### config.mk
export PLATFORM = sky130hd
export DESIGN_NAME = ex_muldiv_unit
export DESIGN_NICKNAME = d
export VERILOG_FILES = /design/src/rtl/muldiv_pkg.sv /design/src/rtl/muldiv_abs_neg.sv /design/src/rtl/ex_muldiv_unit.sv
export SDC_FILE = /design/constraint.sdc
export NUM_CORES = 1
export LEC_CHECK = 0
export BUFFER_PORTS_ARGS = -buffer_cell sky130_fd_sc_hd__buf_2
export CORE_MARGIN = 8
export CORE_UTILIZATION = 40
export DETAILED_ROUTE_END_ITERATION = 16
export HOLD_SLACK_MARGIN = 0.12
export PLACE_DENSITY = 0.54
export SETUP_SLACK_MARGIN = 0.1
export SYNTH_ARGS = -nofsm -noshare
export SYNTH_HDL_FRONTEND = slang
export SYNTH_SLANG_ARGS = --single-unit
### constraint.sdc
create_clock -name clk -period 5.2 [get_ports clk]
set_clock_uncertainty 0.05 [all_clocks]
set_input_delay 0.52 -clock clk [delete_from_list [all_inputs] [get_ports clk]]
set_output_delay 0.52 -clock clk [all_outputs]
set_load 0.03 [all_outputs]
### src/rtl/muldiv_pkg.sv
// Shared definitions for the EX-stage RV32M multiply/divide unit:
// funct3 op codes, FSM state encoding and the most-negative-value helper.
package muldiv_pkg;

   localparam logic [2:0] OP_MUL    = 3'b000;
   localparam logic [2:0] OP_MULH   = 3'b001;
   localparam logic [2:0] OP_MULHSU = 3'b010;
   localparam logic [2:0] OP_MULHU  = 3'b011;
   localparam logic [2:0] OP_DIV    = 3'b100;
   localparam logic [2:0] OP_DIVU   = 3'b101;
   localparam logic [2:0] OP_REM    = 3'b110;
   localparam logic [2:0] OP_REMU   = 3'b111;

   typedef enum logic [1:0] {
      IDLE = 2'd0,
      CALC = 2'd1,
      FIX  = 2'd2,
      DONE = 2'd3
   } state_t;

   localparam int MAX_N = 64;

   // 1 followed by n-1 zeros; callers truncate to their own width.
   function automatic logic [MAX_N-1:0] most_neg(input int n);
      return MAX_N'(1) << (n - 1);
   endfunction

endpackage

### src/rtl/muldiv_abs_neg.sv
// Combinational N-bit conditional two's-complement negate, used both to take
// operand magnitudes and to sign-correct results.
module muldiv_abs_neg #(
   parameter int N = 32
) (
   input  logic [N-1:0] din,
   input  logic         neg,
   output logic [N-1:0] dout
);

   assign dout = neg ? (~din + N'(1)) : din;

endmodule

### src/rtl/ex_muldiv_unit.sv
// Iterative radix-2 RV32M multiply/divide unit for the EX stage; one shared
// shift-add / restoring-divide datapath. Optional early-out: MULDIV_EARLY_OUT_EN.
module ex_muldiv_unit
   import muldiv_pkg::*;
#(
   parameter int N = 32
) (
   input  logic         clk,
   input  logic         rst_n,
   input  logic         start_i,
   input  logic [2:0]   op_i,
   input  logic [N-1:0] rs1_i,
   input  logic [N-1:0] rs2_i,
   input  logic         flush_i,
   output logic [N-1:0] result_o,
   output logic         done_o,
   output logic         busy_o,
   output logic         stall_o
);

   localparam int CW = $clog2(N);

   state_t         state_reg, state_next;
   logic [CW-1:0]  cnt_reg;
   logic [2:0]     op_reg;
   logic [N-1:0]   hi_reg;      // product high half / partial remainder
   logic [N-1:0]   lo_reg;      // product low half / dividend shifting into quotient
   logic [N-1:0]   b_reg;       // multiplicand / divisor magnitude
   logic           res_neg_reg; // product or quotient must be negated
   logic           rem_neg_reg; // remainder must be negated
   logic [N-1:0]   result_reg;

   // ---------------- operand decode and magnitudes ----------------
   logic         a_signed, b_signed, a_neg, b_neg;
   logic         is_div_in, div_zero, accept;
   logic [N-1:0] a_mag, b_mag;

   assign a_signed  = (op_i == OP_MULH) | (op_i == OP_MULHSU) |
                      (op_i == OP_DIV)  | (op_i == OP_REM);
   assign b_signed  = (op_i == OP_MULH) | (op_i == OP_DIV) | (op_i == OP_REM);
   assign a_neg     = a_signed & rs1_i[N-1];
   assign b_neg     = b_signed & rs2_i[N-1];
   assign is_div_in = op_i[2];
   assign div_zero  = is_div_in & (rs2_i == '0);
   assign accept    = (state_reg == IDLE) & start_i & ~flush_i;

   muldiv_abs_neg #(.N(N)) u_abs_a (.din(rs1_i), .neg(a_neg), .dout(a_mag));
   muldiv_abs_neg #(.N(N)) u_abs_b (.din(rs2_i), .neg(b_neg), .dout(b_mag));

   // Values loaded into hi/lo when an op is accepted. Early-out cases preload
   // the final unsigned hi/lo pair so FIX can sign-correct it unchanged.
   logic         skip_calc;
   logic [N-1:0] load_hi, load_lo;

`ifdef MULDIV_EARLY_OUT_EN
   localparam logic [N-1:0] MOST_NEG = N'(most_neg(N));
   logic div_ovf, mul_zero, div_small;

   assign div_ovf   = ((op_i == OP_DIV) | (op_i == OP_REM)) &
                      (rs1_i == MOST_NEG) & (rs2_i == '1);
   assign mul_zero  = ~is_div_in & ((rs1_i == '0) | (rs2_i == '0));
   assign div_small = is_div_in & (a_mag < b_mag);

   always_comb begin
      skip_calc = 1'b0;
      load_hi   = '0;
      load_lo   = a_mag;
      if (div_zero) begin
         skip_calc = 1'b1;
         load_hi   = a_mag;
         load_lo   = '1;
      end else if (div_ovf) begin
         skip_calc = 1'b1;
         load_lo   = a_mag;
      end else if (mul_zero) begin
         skip_calc = 1'b1;
         load_lo   = '0;
      end else if (div_small) begin
         skip_calc = 1'b1;
         load_hi   = a_mag;
         load_lo   = '0;
      end
   end
`else
   always_comb begin
      skip_calc = 1'b0;
      load_hi   = '0;
      load_lo   = a_mag;
   end
`endif

   // ---------------- one iteration of the shared datapath ----------------
   logic [N:0]   mul_sum, div_trial;
   logic         div_ok;
   logic [N-1:0] iter_hi, iter_lo;

   always_comb begin
      mul_sum   = {1'b0, hi_reg} + (lo_reg[0] ? {1'b0, b_reg} : '0);
      div_trial = {hi_reg, lo_reg[N-1]} - {1'b0, b_reg};
      div_ok    = ~div_trial[N];
      if (op_reg[2]) begin
         iter_hi = div_ok ? div_trial[N-1:0] : {hi_reg[N-2:0], lo_reg[N-1]};
         iter_lo = {lo_reg[N-2:0], div_ok};
      end else begin
         iter_hi = mul_sum[N:1];
         iter_lo = {mul_sum[0], lo_reg[N-1:1]};
      end
   end

   // ---------------- sign fix and result select ----------------
   // A 2N-bit negate borrows into the high half only when the low half is 0;
   // otherwise the high half is just inverted.
   logic         lo_zero, hi_neg_en, hi_inv, sel_lo;
   logic [N-1:0] lo_fix, hi_fix, fix_value;

   assign lo_zero   = (lo_reg == '0);
   assign hi_neg_en = op_reg[2] ? rem_neg_reg : (res_neg_reg & lo_zero);
   assign hi_inv    = ~op_reg[2] & res_neg_reg & ~lo_zero;
   assign sel_lo    = (op_reg == OP_MUL) | (op_reg == OP_DIV) | (op_reg == OP_DIVU);

   muldiv_abs_neg #(.N(N)) u_fix_lo (.din(lo_reg), .neg(res_neg_reg), .dout(lo_fix));
   muldiv_abs_neg #(.N(N)) u_fix_hi (.din(hi_reg), .neg(hi_neg_en),   .dout(hi_fix));

   assign fix_value = sel_lo ? lo_fix : (hi_inv ? ~hi_reg : hi_fix);

   // ---------------- FSM ----------------
   always_comb begin
      state_next = state_reg;
      done_o     = 1'b0;
      busy_o     = (state_reg != IDLE);
      stall_o    = 1'b0;
      case (state_reg)
         IDLE: begin
            stall_o = rst_n & accept;
            if (accept) state_next = skip_calc ? FIX : CALC;
         end
         CALC: begin
            stall_o = rst_n;
            if (cnt_reg == CW'(N - 1)) state_next = FIX;
         end
         FIX: begin
            stall_o    = rst_n;
            state_next = DONE;
         end
         DONE: begin
            done_o     = ~flush_i;
            state_next = IDLE;
         end
         default: state_next = IDLE;
      endcase
      if (flush_i) state_next = IDLE;
   end

   always_ff @(posedge clk) begin
      if (!rst_n) begin
         state_reg   <= IDLE;
         cnt_reg     <= '0;
         op_reg      <= '0;
         hi_reg      <= '0;
         lo_reg      <= '0;
         b_reg       <= '0;
         res_neg_reg <= 1'b0;
         rem_neg_reg <= 1'b0;
         result_reg  <= '0;
      end else begin
         state_reg <= state_next;
         case (state_reg)
            IDLE: begin
               if (accept) begin
                  op_reg      <= op_i;
                  b_reg       <= b_mag;
                  cnt_reg     <= '0;
                  hi_reg      <= load_hi;
                  lo_reg      <= load_lo;
                  // Divide-by-zero quotient is all ones whatever the signs.
                  res_neg_reg <= (a_neg ^ b_neg) & ~div_zero;
                  rem_neg_reg <= a_neg;
               end
            end
            CALC: begin
               cnt_reg <= cnt_reg + CW'(1);
               hi_reg  <= iter_hi;
               lo_reg  <= iter_lo;
            end
            FIX: begin
               if (!flush_i) result_reg <= fix_value;
            end
            default: ;
         endcase
      end
   end

   assign result_o = result_reg;

endmodule

# Yosys cells after proc, flatten, opt, wreduce, memory -nomap -nowiden
# Cells that the tools add are included.
totals:
  n_memories: 0
  mem_bits_rw: 0
  output_inout_bits: 35
  elab_cells: 90
  regBits: 140
  input_bits: 71
  rom_bits: 0
  latch_bits: 0
op_classes:
  magnitude_cmp: 0
  n_mul: 0
  n_bitwise: 28
  mux: 22
  div: 0
  n_eq_ne: 12
  reduce_logical: 12
  shift: 0
  addsub: 7
op_table:
  columns: ["op", "n"]
  rows:
  - ["32-bit 2-to-1 mux", 12]
  - ["32-bit by 1-bit adder with 32-bit output, second input constant", 4]
  - ["32-bit NOT", 4]
  - ["32-bit case mux with 2 select lines", 2]
  - ["32-bit logical NOT", 2]
  - ["32-bit by 32-bit adder with 33-bit output", 1]
  - ["33-bit by 32-bit subtractor with 33-bit output", 1]
  - ["3-bit == test, second input constant", 4]
  - ["1-bit AND", 10]
  - ["5-bit case mux with 2 select lines", 1]
  - ["2-bit case mux with 4 select lines", 1]
  - ["2-bit AND reduction", 4]
  - ["1-bit OR", 7]
  - ["1-bit NOT", 6]
  - ["5-bit by 1-bit adder with 5-bit output, second input constant", 1]
  - ["5-bit == test, second input constant", 1]
  - ["5-bit 2-to-1 mux", 1]
  - ["2-bit == test, second input constant", 2]
  - ["2-bit 2-to-1 mux", 2]
  - ["2-bit != test, second input constant", 2]
  - ["2-bit nonzero test", 2]
  - ["2-bit OR reduction", 2]
  - ["3-bit by 1-bit == test with 1-bit output, second input constant", 1]
  - ["3-bit by 2-bit == test with 1-bit output, second input constant", 1]
  - ["other kinds (6)", 7]

# Depth between registers and ports, before layout
# Gate-level depths: netlist (run 1).
logic_depth:
  ltp_word: 8
  depth_mapped: 14
  mapped_depth_nobuf: 13

# By module
# From an unflattened synthesis (run 1), not the netlist that was laid out.
hier_totals:
  cells_unflattened: 1862
  hier_area_um2: 13581.8
modules_own_cells:
  columns: ["module", "n_inst", "area_per_inst_um2", "seq_area_each_um2", "cells_per_inst"]
  rows:
  - ["ex_muldiv_unit", 1, 10473.8, 2802.7, 1466]
  - ["muldiv_abs_neg", 4, 777.0, 0.0, 99]

# Worst setup path after synthesis (run 1)
# Ideal clock, no wire load.
synth_path:
  path_kind: "register -> register"
  from: "reg hi_reg[0]"
  to: "reg hi_reg[20]"
  required_ns: 5.028
  setup_time_ns: 0.122
  path_stages_with_launch: 13
  period_less_slack_ns: 3.589
  slack_ns: 1.611
  arrival_ns: 3.417
  path_buffers: 1
  path_cell_list: "dfxtp_1 -> clkbuf_1 -> inv_1 -> fa_1 -> nand2b_1 -> a21oi_1 -> o21ai_0 -> a2111oi_1 -> nor3b_1 -> o21a_1 -> nor2_2 -> mux2_2 -> a221o_1"
synth_between:
  elab_chain_len: 4
  elab_cells_between_ends: 5
  classes_between: "add/sub: 2; mux: 3"
synth_rtl:
  columns: ["item", "line_no", "rtl"]
  rows:
  - ["start: declaration", "ex_muldiv_unit.sv:26", "logic [N-1:0] hi_reg;"]
  - ["start signal: assignment", "ex_muldiv_unit.sv:173", "hi_reg <= load_hi;"]
  - ["start signal: assignment", "ex_muldiv_unit.sv:182", "hi_reg <= iter_hi;"]
  - ["33-bit by 32-bit subtractor with 33-bit output", "ex_muldiv_unit.sv:99", "div_trial = {hi_reg, lo_reg[N-1]} - {1'b0, b_reg};"]
  - ["32-bit 2-to-1 mux", "ex_muldiv_unit.sv:102", "iter_hi = div_ok ? div_trial[N-1:0] : {hi_reg[N-2:0], lo_reg[N-1]};"]
  - ["32-bit 2-to-1 mux (*)", "ex_muldiv_unit.sv:101", "if (op_reg[2]) begin"]
  - ["32-bit case mux with 2 select lines (*)", "ex_muldiv_unit.sv:167", "case (state_reg)"]
# Every way passes the cells marked *; elsewhere a longest branch is shown, timed or not.
# A chain may end at the register's enable or synchronous reset.

# Final worst setup path (run 1)
layout_path:
  from: "reg lo_reg[31]"
  to: "reg hi_reg[20]"
layout_between:
  elab_chain_len: 4
layout_rtl:
  columns: ["item", "line_no", "rtl"]
  rows:
  - ["start: declaration", "ex_muldiv_unit.sv:27", "logic [N-1:0] lo_reg;"]
  - ["start signal: assignment", "ex_muldiv_unit.sv:174", "lo_reg <= load_lo;"]
  - ["start signal: assignment", "ex_muldiv_unit.sv:183", "lo_reg <= iter_lo;"]
  - ["33-bit by 32-bit subtractor with 33-bit output", "ex_muldiv_unit.sv:99", null]
  - ["32-bit 2-to-1 mux", "ex_muldiv_unit.sv:102", null]
  - ["32-bit 2-to-1 mux", "ex_muldiv_unit.sv:101", null]
  - ["32-bit case mux with 2 select lines", "ex_muldiv_unit.sv:167", null]
# No other way between the ends.

==> flow_results.xml, run 1 <==
<?xml version="1.0" encoding="UTF-8"?>
<metrics>
  <group name="timing">
    <metric name="worst_pin_slew" unit="ps">991.3</metric>
    <metric name="post-route-period-util" unit="%">80.54</metric>
    <metric name="grt_setup_unrepaired" unit="">false</metric>
    <metric name="finalSetupTns" unit="ps">0</metric>
    <metric name="timing.final.crit_period" unit="ps">4188</metric>
    <metric name="timing.final.setup_violations" unit="">0</metric>
    <metric name="worst_slew_margin_rel" unit="%">33.87</metric>
    <metric name="fmaxAchievable" unit="GHz">0.2388</metric>
    <metric name="finalHoldViolCount" unit="">0</metric>
    <metric name="finalMaxSlewViolations" unit="">0</metric>
  </group>
  <group name="finish">
    <metric name="ant_diodes" unit="">0</metric>
    <metric name="fillerInstances" unit="">3280</metric>
    <metric name="fraction_of_final_layout_cells_sized_beyond_drive_strength_1" unit="%">10.52</metric>
    <metric name="layout-area-overhead-vs-synth" unit="%">11.33</metric>
    <metric name="finish.cell_count_without_fillers" unit="">2179</metric>
    <metric name="finalNetCount" unit="">1912</metric>
  </group>
  <group name="grt">
    <metric name="grt_overflow" unit="">0</metric>
    <metric name="groute.usage.overall" unit="%">21.84</metric>
    <metric name="maximum_number_of_pins_on_one_net_before_global_route_repair" unit="">68</metric>
    <metric name="grt_first_pass_wirelength" unit="um">67280</metric>
    <metric name="number_of_global_route_vias_before_repair" unit="">12075</metric>
    <metric name="grt_antenna_before_repair" unit="">0</metric>
  </group>
  <group name="worst_setup_path">
    <metric name="rrSetupSlack" unit="ps">1010</metric>
    <metric name="path_delay_family" unit="">compound AO/OA/AOI/OAI gates</metric>
    <metric name="cp.buffers_inverters" unit="">2</metric>
    <metric name="cp.required" unit="ps">5460</metric>
    <metric name="crit-reg2reg-capture" unit="">hi_reg[20]</metric>
    <metric name="ff2ff_path_depth" unit="">13</metric>
    <metric name="critPathArrivalTime" unit="ps">4450</metric>
    <metric name="critical_path_peak_fanout" unit="">14</metric>
    <metric name="critical_path.endpoint_type" unit="">flip-flop</metric>
    <metric name="critical-path-slowest-cell" unit="">a2111oi_1</metric>
    <metric name="worst_path_largest_cell_delay" unit="ps">600</metric>
    <metric name="reg2reg_from" unit="">lo_reg[31]</metric>
    <metric name="worst-setup-path-type" unit="">reg -&gt; reg</metric>
    <metric name="setup.worst_path.start_class" unit="">flip-flop</metric>
    <metric name="timing.critical_path.cells" unit="">inv_1, ha_1, fa_1, nand2b_1, a21oi_1, o21ai_0, a2111oi_1, nor3b_1, nor3_2, nor2_2, buf_4, mux2_2, a221o_1</metric>
  </group>
  <group name="floorplan">
    <metric name="chipWidth" unit="um">193.2</metric>
    <metric name="top_level_ports" unit="">106</metric>
    <metric name="floorplan.die.height" unit="um">193.2</metric>
    <metric name="fp.dieArea" unit="um2">37340</metric>
    <metric name="core_region_area" unit="um2">31230</metric>
    <metric name="initial_core_util" unit="%">40.23</metric>
    <metric name="rows" unit="">65</metric>
  </group>
  <group name="placement">
    <metric name="finalWeightedCongestion" unit="">0.9005</metric>
    <metric name="dp_hpwl" unit="um">32730</metric>
    <metric name="place.port_buffers" unit="">105</metric>
    <metric name="place_inst" unit="">2147</metric>
  </group>
  <group name="synth">
    <metric name="sequential_share_of_the_synthesized_area" unit="%">22.31</metric>
    <metric name="synth.largest_area_cell" unit="">dfxtp_1</metric>
    <metric name="synth-edff-count" unit="">0</metric>
    <metric name="synth_ff_type" unit="">dfxtp_1</metric>
    <metric name="ys_types" unit="">78</metric>
    <metric name="synth_async_sr_flop_share" unit="%">0</metric>
    <metric name="ys_seq_elements" unit="">140</metric>
    <metric name="synthTopCellsByArea" unit="">dfxtp_1 (22%), ha_1 (7.5%), xnor2_1 (6.1%)</metric>
    <metric name="synthesized_nets" unit="">1864</metric>
    <metric name="syn_area" unit="um2">12560</metric>
    <metric name="synth.cells.most_frequent" unit="">nor2_1 (179), nand2_1 (169), a21oi_1 (148)</metric>
    <metric name="synth_largest_type_area_fraction" unit="%">22.31</metric>
    <metric name="post_synth_inst_count" unit="">1716</metric>
    <metric name="yosysWarnings" unit="">0</metric>
    <metric name="syn_avg_cell_area" unit="um2">7.321</metric>
    <metric name="yosys.cell_count.top_type" unit="">nor2_1</metric>
  </group>
  <group name="clock_network">
    <metric name="clk_transition_reported_paths" unit="ps">70</metric>
    <metric name="cts.hold.buffers_added" unit="">0</metric>
    <metric name="worstSkewPairLatency" unit="ps">430</metric>
    <metric name="cts_setup_buffers" unit="">0</metric>
    <metric name="cts.sink_count" unit="">140</metric>
    <metric name="tritoncts" unit="">built</metric>
    <metric name="tritoncts.num_buffers" unit="">17</metric>
    <metric name="clockBufferDepth" unit="">2</metric>
    <metric name="cts_max_level" unit="">4</metric>
    <metric name="cts_root_buffer" unit="">clkbuf_16</metric>
    <metric name="postCtsResizedCells" unit="">0</metric>
  </group>
  <group name="min_path">
    <metric name="worst_hold_path_ep" unit="">op_reg[1]</metric>
    <metric name="whs_path_depth" unit="">3</metric>
    <metric name="hp-class" unit="">in -&gt; reg</metric>
    <metric name="worstHoldStart" unit="">op_i[1]</metric>
  </group>
  <group name="power_and_ir_drop">
    <metric name="power.leakage" unit="nW">5.573</metric>
    <metric name="p_total" unit="mW">3.137</metric>
    <metric name="p_per_area" unit="nW/um2">224.3</metric>
    <metric name="max_ir_drop_vdd" unit="V">0.0001803</metric>
  </group>
  <group name="routing">
    <metric name="vias" unit="">12866</metric>
    <metric name="dr.pass1.iters" unit="">9</metric>
    <metric name="drt_wl_total" unit="um">42370</metric>
    <metric name="drt_iter0_drc" unit="">1060</metric>
    <metric name="drtAntennaViolNets" unit="">0</metric>
    <metric name="wl_per_cell" unit="um">19.44</metric>
    <metric name="detail_route.vias_per_cell" unit="">5.905</metric>
    <metric name="remaining_drc_errors" unit="">0</metric>
  </group>
  <group name="run">
    <metric name="cap_viol_max_count" unit="">0</metric>
  </group>
  <group name="status">
    <metric name="run_status" unit="">complete, no violations</metric>
  </group>
</metrics>
-- layer usage --
layer,vias up,global-route usage [%],part of all wire (%)
li1,6335,-,-
met4,0,5.331,1.7
met3,39,3.350,5.9
met2,415,33.55,43
met1,6077,31.41,49
met5,-,0,0
-- how the worst max path moves through the flow --
stage                          start         end  slack [ps]  depth (start not counted)
after CTS                 lo_reg[31]  hi_reg[20]        1010                         13
after floorplan            hi_reg[0]  hi_reg[20]        1610                         12
after detailed placement  lo_reg[31]  hi_reg[20]        1030                         13
after global routing      lo_reg[31]  hi_reg[19]         670                         12
final                     lo_reg[31]  hi_reg[20]        1010                         13
after global placement    lo_reg[31]  hi_reg[19]        1210                         12
-- power breakdown --
| group | leakage, nW | switching [mW] | internal, mW |
|---|---|---|---|
| combinational | 4.15 | 0.416 | 0.248 |
| clock | 0.290 | 0.581 | 0.729 |
| sequential | 1.14 | 0.0514 | 1.11 |
| total | 5.57 | 1.05 | 2.09 |
-- final cells by class --
type | count | area, um2 | area share [%]
Tap cell | 402 | 503.0 | 3.596
Clock buffer | 18 | 429.2 | 3.068
Timing Repair Buffer | 126 | 683.2 | 4.884
Multi-Input combinational cell | 1404 | 9111 | 65.14
Clock inverter | 14 | 175.2 | 1.252
Inverter | 75 | 281.5 | 2.013
Sequential cell | 140 | 2804 | 20.05
-- worst min-delay path, cell delays in order --
cell,delay [ps]
buf_2,110
nand2_1,50
a21oi_1,50
-- through the flow --
step | setup slack, ps | hold WS (ps) | util [%] | area [um2]
floorplan | 1611 | 381.9 | - | 12560
global placement | 1205 | 393.3 | 42.85 | 13380
detailed placement | 1026 | 400.0 | 42.85 | 13380
CTS | 1006 | 293.6 | 44.79 | 13990
global route | 666.3 | 308.7 | 44.79 | 13990
finish | 1012 | 302.1 | 44.79 | 13990
-- cell families (layout without fill, tap and decap cells) --
group / count (synthesis) / in the layout / share of synthesized area [%]
AO/OA/AOI/OAI: 571 / 571 / 29.26
XOR/XNOR: 159 / 159 / 11.08
adder cells (fa/ha/maj): 77 / 77 / 7.788
buffers and inverters: 172 / 233 / 5.408
flip-flops: 140 / 140 / 22.31
multiplexers: 54 / 54 / 4.322
AND/OR/NAND/NOR: 543 / 543 / 19.83
-- layout by cell type (no fill, tap or decap), drive strengths merged, types with 5 or more instances in the layout --
| cell type | count |
|---|---|
| or4 | 13 |
| a21o | 25 |
| a2111oi | 5 |
| o21a | 13 |
| a22oi | 29 |
| inv | 83 |
| nand2b | 16 |
| o221ai | 12 |
| a31oi | 15 |
| o41ai | 9 |
| or2 | 5 |
| nand2 | 169 |
| nand3 | 34 |
| nor2b | 11 |
| and2 | 5 |
| or3 | 19 |
| nand4 | 7 |
| buf | 126 |
| nor3 | 47 |
| o211ai | 36 |
| xnor2 | 88 |
| nor2 | 180 |
| dfxtp | 140 |
| o21bai | 7 |
| a311oi | 8 |
| nor4 | 13 |
| xor2 | 71 |
| a21boi | 6 |
| o31ai | 32 |
| a32oi | 5 |
| a21oi | 148 |
| and3 | 12 |
| clkbuf | 18 |
| a211oi | 46 |
| o21ai | 142 |
| mux2i | 52 |
| ha | 75 |
Power figures use the tool's default switching activity.
==> run 2: changes to the inputs <==
--- a/config.mk
+++ b/config.mk
@@ -5,6 +5,7 @@
 export SDC_FILE = /design/constraint.sdc
 export NUM_CORES = 1
 export LEC_CHECK = 0
+export ABC_AREA = 1
 export BUFFER_PORTS_ARGS = -buffer_cell sky130_fd_sc_hd__buf_2
 export CORE_MARGIN = 8
 export CORE_UTILIZATION = 40
==> constraint.sdc (replaced) <==
create_clock -name clk -period 3.9 [get_ports clk]
set_clock_uncertainty 0.05 [all_clocks]
set_input_delay 0.39 -clock clk [delete_from_list [all_inputs] [get_ports clk]]
set_output_delay 0.39 -clock clk [all_outputs]
set_load 0.03 [all_outputs]
==> run 2 against run 1 <==
  * Clock power is 54% higher
  * Die area grew 20%
  * Area after synthesis up 22%
  * Flip-flop and latch count unchanged
  * Combinational power rose to 2.6 times the previous value
  * Register-to-register slack worse by 260 ps
  * Cell area increased by 21%
  * Routed wire length up 51%
  * Non-clock buffer count grew 22
  * Core utilization grew 0.29 points
  * Cell count up 52%
  * Global-route usage increased by 6.1 points
==> flow_results.xml, run 2 <==
<?xml version="1.0" encoding="UTF-8"?>
<metrics>
  <group name="floorplan">
    <metric name="chipWidth" unit="um">211.5</metric>
    <metric name="floorplan.die.height" unit="um">211.5</metric>
    <metric name="fp.dieArea" unit="um2">44720</metric>
    <metric name="initial_core_util" unit="%">40.57</metric>
    <metric name="core_region_area" unit="um2">37670</metric>
    <metric name="rows" unit="">71</metric>
    <metric name="top_level_ports" unit="">106</metric>
  </group>
  <group name="clock_network">
    <metric name="cts_max_level" unit="">4</metric>
    <metric name="tritoncts.num_buffers" unit="">17</metric>
    <metric name="cts_setup_buffers" unit="">0</metric>
    <metric name="cts.hold.buffers_added" unit="">0</metric>
    <metric name="postCtsResizedCells" unit="">0</metric>
    <metric name="clk_transition_reported_paths" unit="ps">70</metric>
    <metric name="tritoncts" unit="">built</metric>
    <metric name="clockBufferDepth" unit="">2</metric>
    <metric name="cts_root_buffer" unit="">clkbuf_16</metric>
    <metric name="worstSkewPairLatency" unit="ps">450</metric>
    <metric name="cts.sink_count" unit="">140</metric>
  </group>
  <group name="finish">
    <metric name="final_core_util" unit="%">45.08</metric>
    <metric name="most_frequent_standard_cell_in_the_layout_excluding_fill_and_tap_cells" unit="">nand2_1</metric>
    <metric name="finalNetCount" unit="">2934</metric>
    <metric name="fraction_of_final_layout_cells_sized_beyond_drive_strength_1" unit="%">9.432</metric>
    <metric name="fillerInstances" unit="">4270</metric>
    <metric name="ant_diodes" unit="">0</metric>
    <metric name="multi_input_gate_area_in_the_final_layout" unit="um2">10360</metric>
    <metric name="layout-area-overhead-vs-synth" unit="%">11.10</metric>
    <metric name="area.sequential" unit="um2">2804</metric>
    <metric name="layout_common_cells" unit="">nand2_1 (669), inv_1 (423), nand3_1 (298)</metric>
    <metric name="final_design_area_no_fill" unit="um2">16980</metric>
  </group>
  <group name="synth">
    <metric name="synthesized_nets" unit="">2867</metric>
    <metric name="synth.largest_area_cell" unit="">dfxtp_1</metric>
    <metric name="synth_async_sr_flop_share" unit="%">0</metric>
    <metric name="ys_types" unit="">55</metric>
    <metric name="ys_seq_elements" unit="">140</metric>
    <metric name="sequential_share_of_the_synthesized_area" unit="%">18.34</metric>
    <metric name="synthTopCellsByArea" unit="">dfxtp_1 (18%), nand2_1 (16%), inv_1 (10%)</metric>
    <metric name="syn_avg_cell_area" unit="um2">5.621</metric>
    <metric name="synth_ff_type" unit="">dfxtp_1</metric>
    <metric name="synth_largest_type_area_fraction" unit="%">18.34</metric>
    <metric name="yosysWarnings" unit="">0</metric>
    <metric name="synth-edff-count" unit="">0</metric>
    <metric name="post_synth_inst_count" unit="">2719</metric>
    <metric name="syn_area" unit="um2">15280</metric>
    <metric name="yosys.cell_count.top_type" unit="">nand2_1</metric>
    <metric name="synth.cells.most_frequent" unit="">nand2_1 (669), inv_1 (423), nand3_1 (298)</metric>
  </group>
  <group name="routing">
    <metric name="drtAntennaViolNets" unit="">0</metric>
    <metric name="dr.pass1.iters" unit="">5</metric>
    <metric name="drt_iter0_drc" unit="">1710</metric>
    <metric name="vias" unit="">18039</metric>
    <metric name="detail_route.vias_per_cell" unit="">5.450</metric>
    <metric name="remaining_drc_errors" unit="">0</metric>
    <metric name="drt_wl_total" unit="um">63870</metric>
    <metric name="wl_per_cell" unit="um">19.30</metric>
  </group>
  <group name="worst_setup_path">
    <metric name="timing.critical_path.cells" unit="">inv_1, ha_1, nand3_1, inv_1, buf_4, o21ai_0, nor2_1, buf_2</metric>
    <metric name="critical-path-slowest-cell" unit="">nand3_1</metric>
    <metric name="critical_path.endpoint_type" unit="">output pin</metric>
    <metric name="critical_path_peak_fanout" unit="">40</metric>
    <metric name="reg2reg_from" unit="">lo_reg[31]</metric>
    <metric name="ff2ff_path_depth" unit="">18</metric>
    <metric name="worst_path_largest_cell_delay" unit="ps">510</metric>
    <metric name="crit-reg2reg-capture" unit="">hi_reg[10]</metric>
    <metric name="worst-setup-path-type" unit="">reg -&gt; out</metric>
    <metric name="critPathArrivalTime" unit="ps">2760</metric>
    <metric name="rrSetupSlack" unit="ps">750</metric>
    <metric name="cp.required" unit="ps">3460</metric>
    <metric name="path_common_cell" unit="">inv_1</metric>
    <metric name="setup.worst_path.start_class" unit="">flip-flop</metric>
    <metric name="path_delay_family" unit="">buffers and inverters</metric>
    <metric name="cp.buffers_inverters" unit="">4</metric>
  </group>
  <group name="power_and_ir_drop">
    <metric name="cell_internal_power" unit="mW">3.316</metric>
    <metric name="power.leakage" unit="nW">8.802</metric>
    <metric name="max_ir_drop_vdd" unit="V">0.0002574</metric>
    <metric name="switching_share" unit="%">38.27</metric>
    <metric name="sequential_group_share_of_total_power" unit="%">30.4</metric>
    <metric name="p_sw" unit="mW">2.056</metric>
    <metric name="power.combinational.fraction" unit="%">32.0</metric>
    <metric name="p_per_area" unit="nW/um2">316.4</metric>
    <metric name="clock_power_share" unit="%">37.7</metric>
    <metric name="p_total" unit="mW">5.372</metric>
  </group>
  <group name="min_path">
    <metric name="worst_hold_path_ep" unit="">op_reg[0]</metric>
    <metric name="hp-class" unit="">in -&gt; reg</metric>
    <metric name="worstHoldStart" unit="">op_i[0]</metric>
    <metric name="whs_path_depth" unit="">3</metric>
  </group>
  <group name="timing">
    <metric name="finalWorstSetupSlack" unit="ps">700.0</metric>
    <metric name="post-route-period-util" unit="%">82.05</metric>
    <metric name="finalHoldViolCount" unit="">0</metric>
    <metric name="finalMaxSlewViolations" unit="">0</metric>
    <metric name="timing.final.crit_period" unit="ps">3200</metric>
    <metric name="worst_pin_slew" unit="ps">840.2</metric>
    <metric name="timing.final.setup_violations" unit="">0</metric>
    <metric name="finalSetupTns" unit="ps">0</metric>
    <metric name="fmaxAchievable" unit="GHz">0.3125</metric>
    <metric name="grt_setup_unrepaired" unit="">false</metric>
    <metric name="worst_slew_margin_rel" unit="%">43.91</metric>
  </group>
  <group name="grt">
    <metric name="number_of_global_route_vias_before_repair" unit="">16368</metric>
    <metric name="grt_first_pass_wirelength" unit="um">96900</metric>
    <metric name="grt_overflow" unit="">0</metric>
    <metric name="grt_antenna_before_repair" unit="">1</metric>
    <metric name="maximum_number_of_pins_on_one_net_before_global_route_repair" unit="">75</metric>
    <metric name="groute.usage.overall" unit="%">27.94</metric>
  </group>
  <group name="run">
    <metric name="cap_viol_max_count" unit="">0</metric>
  </group>
  <group name="placement">
    <metric name="finalWeightedCongestion" unit="">1.040</metric>
    <metric name="placed_inst_area" unit="um2">16280</metric>
    <metric name="placement.setup.worst_slack" unit="ps">812.4</metric>
    <metric name="place.port_buffers" unit="">105</metric>
    <metric name="dp_hpwl" unit="um">51290</metric>
  </group>
  <group name="status">
    <metric name="run_status" unit="">complete, no violations</metric>
  </group>
</metrics>
[run 2: kinds of logic after synthesis]
| logic type | after synthesis | share of synthesized area [%] |
|---|---|---|
| xor gates and xnor gates | 44 | 2.522 |
| adders and majority gates | 77 | 6.402 |
| AOI/OAI and AO/OA | 552 | 19.54 |
| and+or+nand+nor | 1373 | 39.22 |
| buffers and inverters | 533 | 13.98 |
| DFF | 140 | 18.34 |
[run 2: per-stage QoR]
stage	std cells	hold slack, ps
global placement	3278	406.2
detailed placement	3278	435.8
CTS	3310	146.6
finish	3310	161.7
floorplan	2719	397.9
global route	3310	157.1
[run 2: worst max path at each step]
| stage | startpoint | to | slack [ps] | depth (start not counted) |
|---|---|---|---|---|
| 2_1_floorplan | lo_reg[0] | hi_reg[27] | 1300 | 18 |
| 3_3_place_gp | lo_reg[31] | hi_reg[10] | 890 | 18 |
| 3_5_place_dp | lo_reg[31] | hi_reg[10] | 810 | 18 |
| 4_1_cts | state_reg[0] | stall_o | 660 | 8 |
| 5_1_grt | state_reg[0] | stall_o | 420 | 8 |
| 6_report | state_reg[0] | stall_o | 700 | 8 |
[run 2: final cells by class]
| cell class | count | share of cell area [%] |
|---|---|---|
| clock buffers | 19 | 2.609 |
| clock inverters | 13 | 1.525 |
| inverters | 433 | 9.573 |
| multi-input cells | 2046 | 61.02 |
| flip-flops and latches | 140 | 16.51 |
| well taps | 511 | 3.766 |
| repair buffers | 148 | 4.996 |
[run 2: power by group through the flow]
stage	registers (mW)	logic [mW]	clock network, mW
final	1.63	1.72	2.02
after global routing	1.64	1.90	2.10
after CTS	1.63	1.70	2.05
after detailed placement	1.66	1.69	0
after global placement	1.66	1.68	0
after floorplan	1.63	1.18	0
[run 2: routing by layer]
layer | up-vias | GRT usage, % | routed length [um]
li1 | 8984 | - | -
met1 | 8357 | 41.45 | 30880
met2 | 619 | 40.47 | 26520
met3 | 79 | 5.132 | 5069
met4 | 0 | 7.572 | 1397
met5 | - | 0 | 0
[run 2: worst min-delay path, cell delays in order]
cell	delay, ps
buf_2	110
inv_1	60
a21oi_1	50
==> run 3: changes to the inputs <==
--- a/config.mk
+++ b/config.mk
@@ -5,7 +5,7 @@
 export SDC_FILE = /design/constraint.sdc
 export NUM_CORES = 1
 export LEC_CHECK = 0
-export ABC_AREA = 1
+export ABC_AREA = 0
 export BUFFER_PORTS_ARGS = -buffer_cell sky130_fd_sc_hd__buf_2
 export CORE_MARGIN = 8
 export CORE_UTILIZATION = 40
==> constraint.sdc (replaced) <==
create_clock -name clk -period 3.1 [get_ports clk]
set_clock_uncertainty 0.05 [all_clocks]
set_input_delay 0.31 -clock clk [delete_from_list [all_inputs] [get_ports clk]]
set_output_delay 0.31 -clock clk [all_outputs]
set_load 0.03 [all_outputs]
==> run 3 against run 2 <==
  * The flow now finishes with violations (negative setup slack)
  * Worst setup slack worse by 790 ps
  * Routed wire length decreased by 23%
  * Sequential power up 18%
  * Non-clock buffer count up 252
  * Critical path type is now reg -> reg
  * Highest routed layer is now met5
==> flow_results.xml, run 3 (synthesis gave the netlist of run 1 again) <==
<?xml version="1.0" encoding="UTF-8"?>
<metrics>
  <group name="status">
    <metric name="run_status" unit="">finished with violations</metric>
    <metric name="failed_checks" unit="">negative setup slack</metric>
  </group>
  <group name="grt">
    <metric name="grt_antenna_before_repair" unit="">1</metric>
    <metric name="grt_first_pass_wirelength" unit="um">74700</metric>
    <metric name="groute.usage.overall" unit="%">24.75</metric>
    <metric name="maximum_number_of_pins_on_one_net_before_global_route_repair" unit="">68</metric>
    <metric name="grt_overflow" unit="">0</metric>
    <metric name="number_of_global_route_vias_before_repair" unit="">13132</metric>
  </group>
  <group name="worst_setup_path">
    <metric name="critical_path_peak_fanout" unit="">5</metric>
    <metric name="cp.required" unit="ps">3370</metric>
    <metric name="timing.critical_path.cells" unit="">inv_2, ha_4, fa_2, nand2b_4, a21oi_4, o21ai_4, a2111oi_4, nor3b_4, o21a_4, nor2_4, mux2_4, a221o_1</metric>
    <metric name="critical_path.endpoint_type" unit="">flip-flop</metric>
    <metric name="worst_path_largest_cell_delay" unit="ps">480</metric>
    <metric name="worst-setup-path-type" unit="">reg -&gt; reg</metric>
    <metric name="path_delay_family" unit="">compound AO/OA/AOI/OAI gates</metric>
    <metric name="setup.worst_path.start_class" unit="">flip-flop</metric>
    <metric name="cp.buffers_inverters" unit="">1</metric>
    <metric name="critical-path-slowest-cell" unit="">a2111oi_4</metric>
    <metric name="critPathArrivalTime" unit="ps">3460</metric>
  </group>
  <group name="finish">
    <metric name="fillerInstances" unit="">3044</metric>
    <metric name="finalNetCount" unit="">2187</metric>
    <metric name="most_frequent_standard_cell_in_the_layout_excluding_fill_and_tap_cells" unit="">buf_4</metric>
    <metric name="ant_diodes" unit="">0</metric>
    <metric name="fraction_of_final_layout_cells_sized_beyond_drive_strength_1" unit="%">28.31</metric>
    <metric name="finish.cell_count_without_fillers" unit="">2454</metric>
    <metric name="area.sequential" unit="um2">2816</metric>
    <metric name="multi_input_gate_area_in_the_final_layout" unit="um2">9993</metric>
    <metric name="layout_common_cells" unit="">buf_4 (268), nor2_1 (173), nand2_1 (165)</metric>
    <metric name="layout-area-overhead-vs-synth" unit="%">36.47</metric>
    <metric name="final_design_area_no_fill" unit="um2">17150</metric>
  </group>
  <group name="timing">
    <metric name="worst_pin_slew" unit="ps">898.1</metric>
    <metric name="fmaxAchievable" unit="GHz">0.3138</metric>
    <metric name="finalWorstSetupSlack" unit="ps">-87.16</metric>
    <metric name="grt_setup_unrepaired" unit="">true</metric>
    <metric name="timing.final.crit_period" unit="ps">3187</metric>
    <metric name="worst_slew_margin_rel" unit="%">40.13</metric>
    <metric name="finalMaxSlewViolations" unit="">0</metric>
    <metric name="post-route-period-util" unit="%">102.8</metric>
    <metric name="timing.final.setup_violations" unit="">11</metric>
    <metric name="finalHoldViolCount" unit="">0</metric>
  </group>
  <group name="routing">
    <metric name="wl_per_cell" unit="um">20.07</metric>
    <metric name="dr.pass1.iters" unit="">5</metric>
    <metric name="drt_iter0_drc" unit="">1140</metric>
    <metric name="detail_route.vias_per_cell" unit="">5.741</metric>
    <metric name="drt_wl_total" unit="um">49260</metric>
    <metric name="vias" unit="">14089</metric>
    <metric name="drtAntennaViolNets" unit="">0</metric>
    <metric name="remaining_drc_errors" unit="">0</metric>
  </group>
  <group name="clock_network">
    <metric name="cts.sink_count" unit="">140</metric>
    <metric name="cts_root_buffer" unit="">clkbuf_16</metric>
    <metric name="tritoncts.num_buffers" unit="">17</metric>
    <metric name="cts_max_level" unit="">4</metric>
    <metric name="worstSkewPairLatency" unit="ps">450</metric>
    <metric name="clockBufferDepth" unit="">2</metric>
    <metric name="tritoncts" unit="">built</metric>
    <metric name="clk_transition_reported_paths" unit="ps">70</metric>
  </group>
  <group name="floorplan">
    <metric name="floorplan.die.height" unit="um">193.2</metric>
    <metric name="initial_core_util" unit="%">40.23</metric>
    <metric name="fp.dieArea" unit="um2">37340</metric>
    <metric name="top_level_ports" unit="">106</metric>
    <metric name="chipWidth" unit="um">193.2</metric>
    <metric name="core_region_area" unit="um2">31230</metric>
    <metric name="rows" unit="">65</metric>
  </group>
  <group name="placement">
    <metric name="place_inst" unit="">2377</metric>
    <metric name="dp_hpwl" unit="um">37600</metric>
    <metric name="placement.setup.worst_slack" unit="ps">-473.0</metric>
    <metric name="place.port_buffers" unit="">105</metric>
    <metric name="placed_inst_area" unit="um2">15230</metric>
    <metric name="finalWeightedCongestion" unit="">0.9766</metric>
  </group>
  <group name="power_and_ir_drop">
    <metric name="power.leakage" unit="nW">7.217</metric>
    <metric name="max_ir_drop_vdd" unit="V">0.0003568</metric>
    <metric name="p_per_area" unit="nW/um2">333.0</metric>
    <metric name="p_total" unit="mW">5.710</metric>
  </group>
  <group name="run">
    <metric name="cap_viol_max_count" unit="">0</metric>
  </group>
  <group name="min_path">
    <metric name="hp-class" unit="">in -&gt; reg</metric>
  </group>
</metrics>
run 3: cell types whose count changed in the layout (fill, tap and decap cells not counted), sizes merged, moves of 42 or more:
cell | before | now
a21oi | 222 | 148
nand3 | 299 | 34
o21ai | 242 | 142
a211oi | 2 | 46
xnor2 | 15 | 88
nor2 | 257 | 180
inv | 434 | 80
mux2i | 0 | 52
nand2 | 696 | 169
buf | 148 | 394
xor2 | 29 | 71
run 3: power by group:
group / leakage [nW] / switching [mW] / internal, mW
Sequential: 1.14 / 0.0529 / 1.87
Clock: 0.292 / 0.942 / 1.31
Combinational: 5.78 / 0.894 / 0.648
run 3: cell type report:
class,count,share of cell area (%)
clock inverter,14,1.073
timing repair buffer,400,17.03
multi-input combinational,1405,58.29
tap,402,2.934
inverter,75,1.686
clock buffer,18,2.561
sequential,140,16.43
run 3: path summary, 6_finish.rpt:
| path | from | to | slack, ps | cells after the start |
|---|---|---|---|---|
| setup / recovery | lo_reg[31] | hi_reg[20] | -90 | 12 |
| hold / removal | rst_n | state_reg[1] | 140 | 3 |
| setup reg to reg | lo_reg[31] | hi_reg[20] | -90 | 12 |
| hold reg to reg | b_reg[31] | b_reg[31] | 420 | 2 |
run 3: repair_timing:
action,in CTS,in global routing
hold buffers,4,0
setup buffers,23,15
cloned,1,2
resized for setup,109,91
setup endpoints to repair,60,60
endpoints found under the hold margin,4,0
pin swaps,59,66
run 3: metal layers:
layer  part of all wire [%]  up-vias  routed length [um]  global-route usage [%]
met5                  0.022        -                  11                       0
met4                    2.1        2                1021                   7.298
li1                       -     6881                   -                       -
met1                     49     6635               23980                   35.57
met3                    6.0       72                2937                   3.593
met2                     43      499               21320                   37.59
run 3: per-stage QoR:
step / hold slack (ps) / TNS [ps] / util, %
after global placement: 395.4 / -3750 / 48.77
after CTS: 123.7 / -37.79 / 52.98
after global routing: 162.4 / -2772 / 54.90
after detailed placement: 409.6 / -6156 / 48.77
final: 140.2 / -375.9 / 54.90
after floorplan: 381.9 / 0 / -
run 3: worst reg2reg max path: stages (launching register included):
cell and delay, ps:
dfxtp_2 330, inv_2 50, ha_4 160, fa_2 360, nand2b_4 170, a21oi_4 160
o21ai_4 100, a2111oi_4 490, nor3b_4 130, o21a_4 250, nor2_4 200, mux2_4 320
a221o_1 310
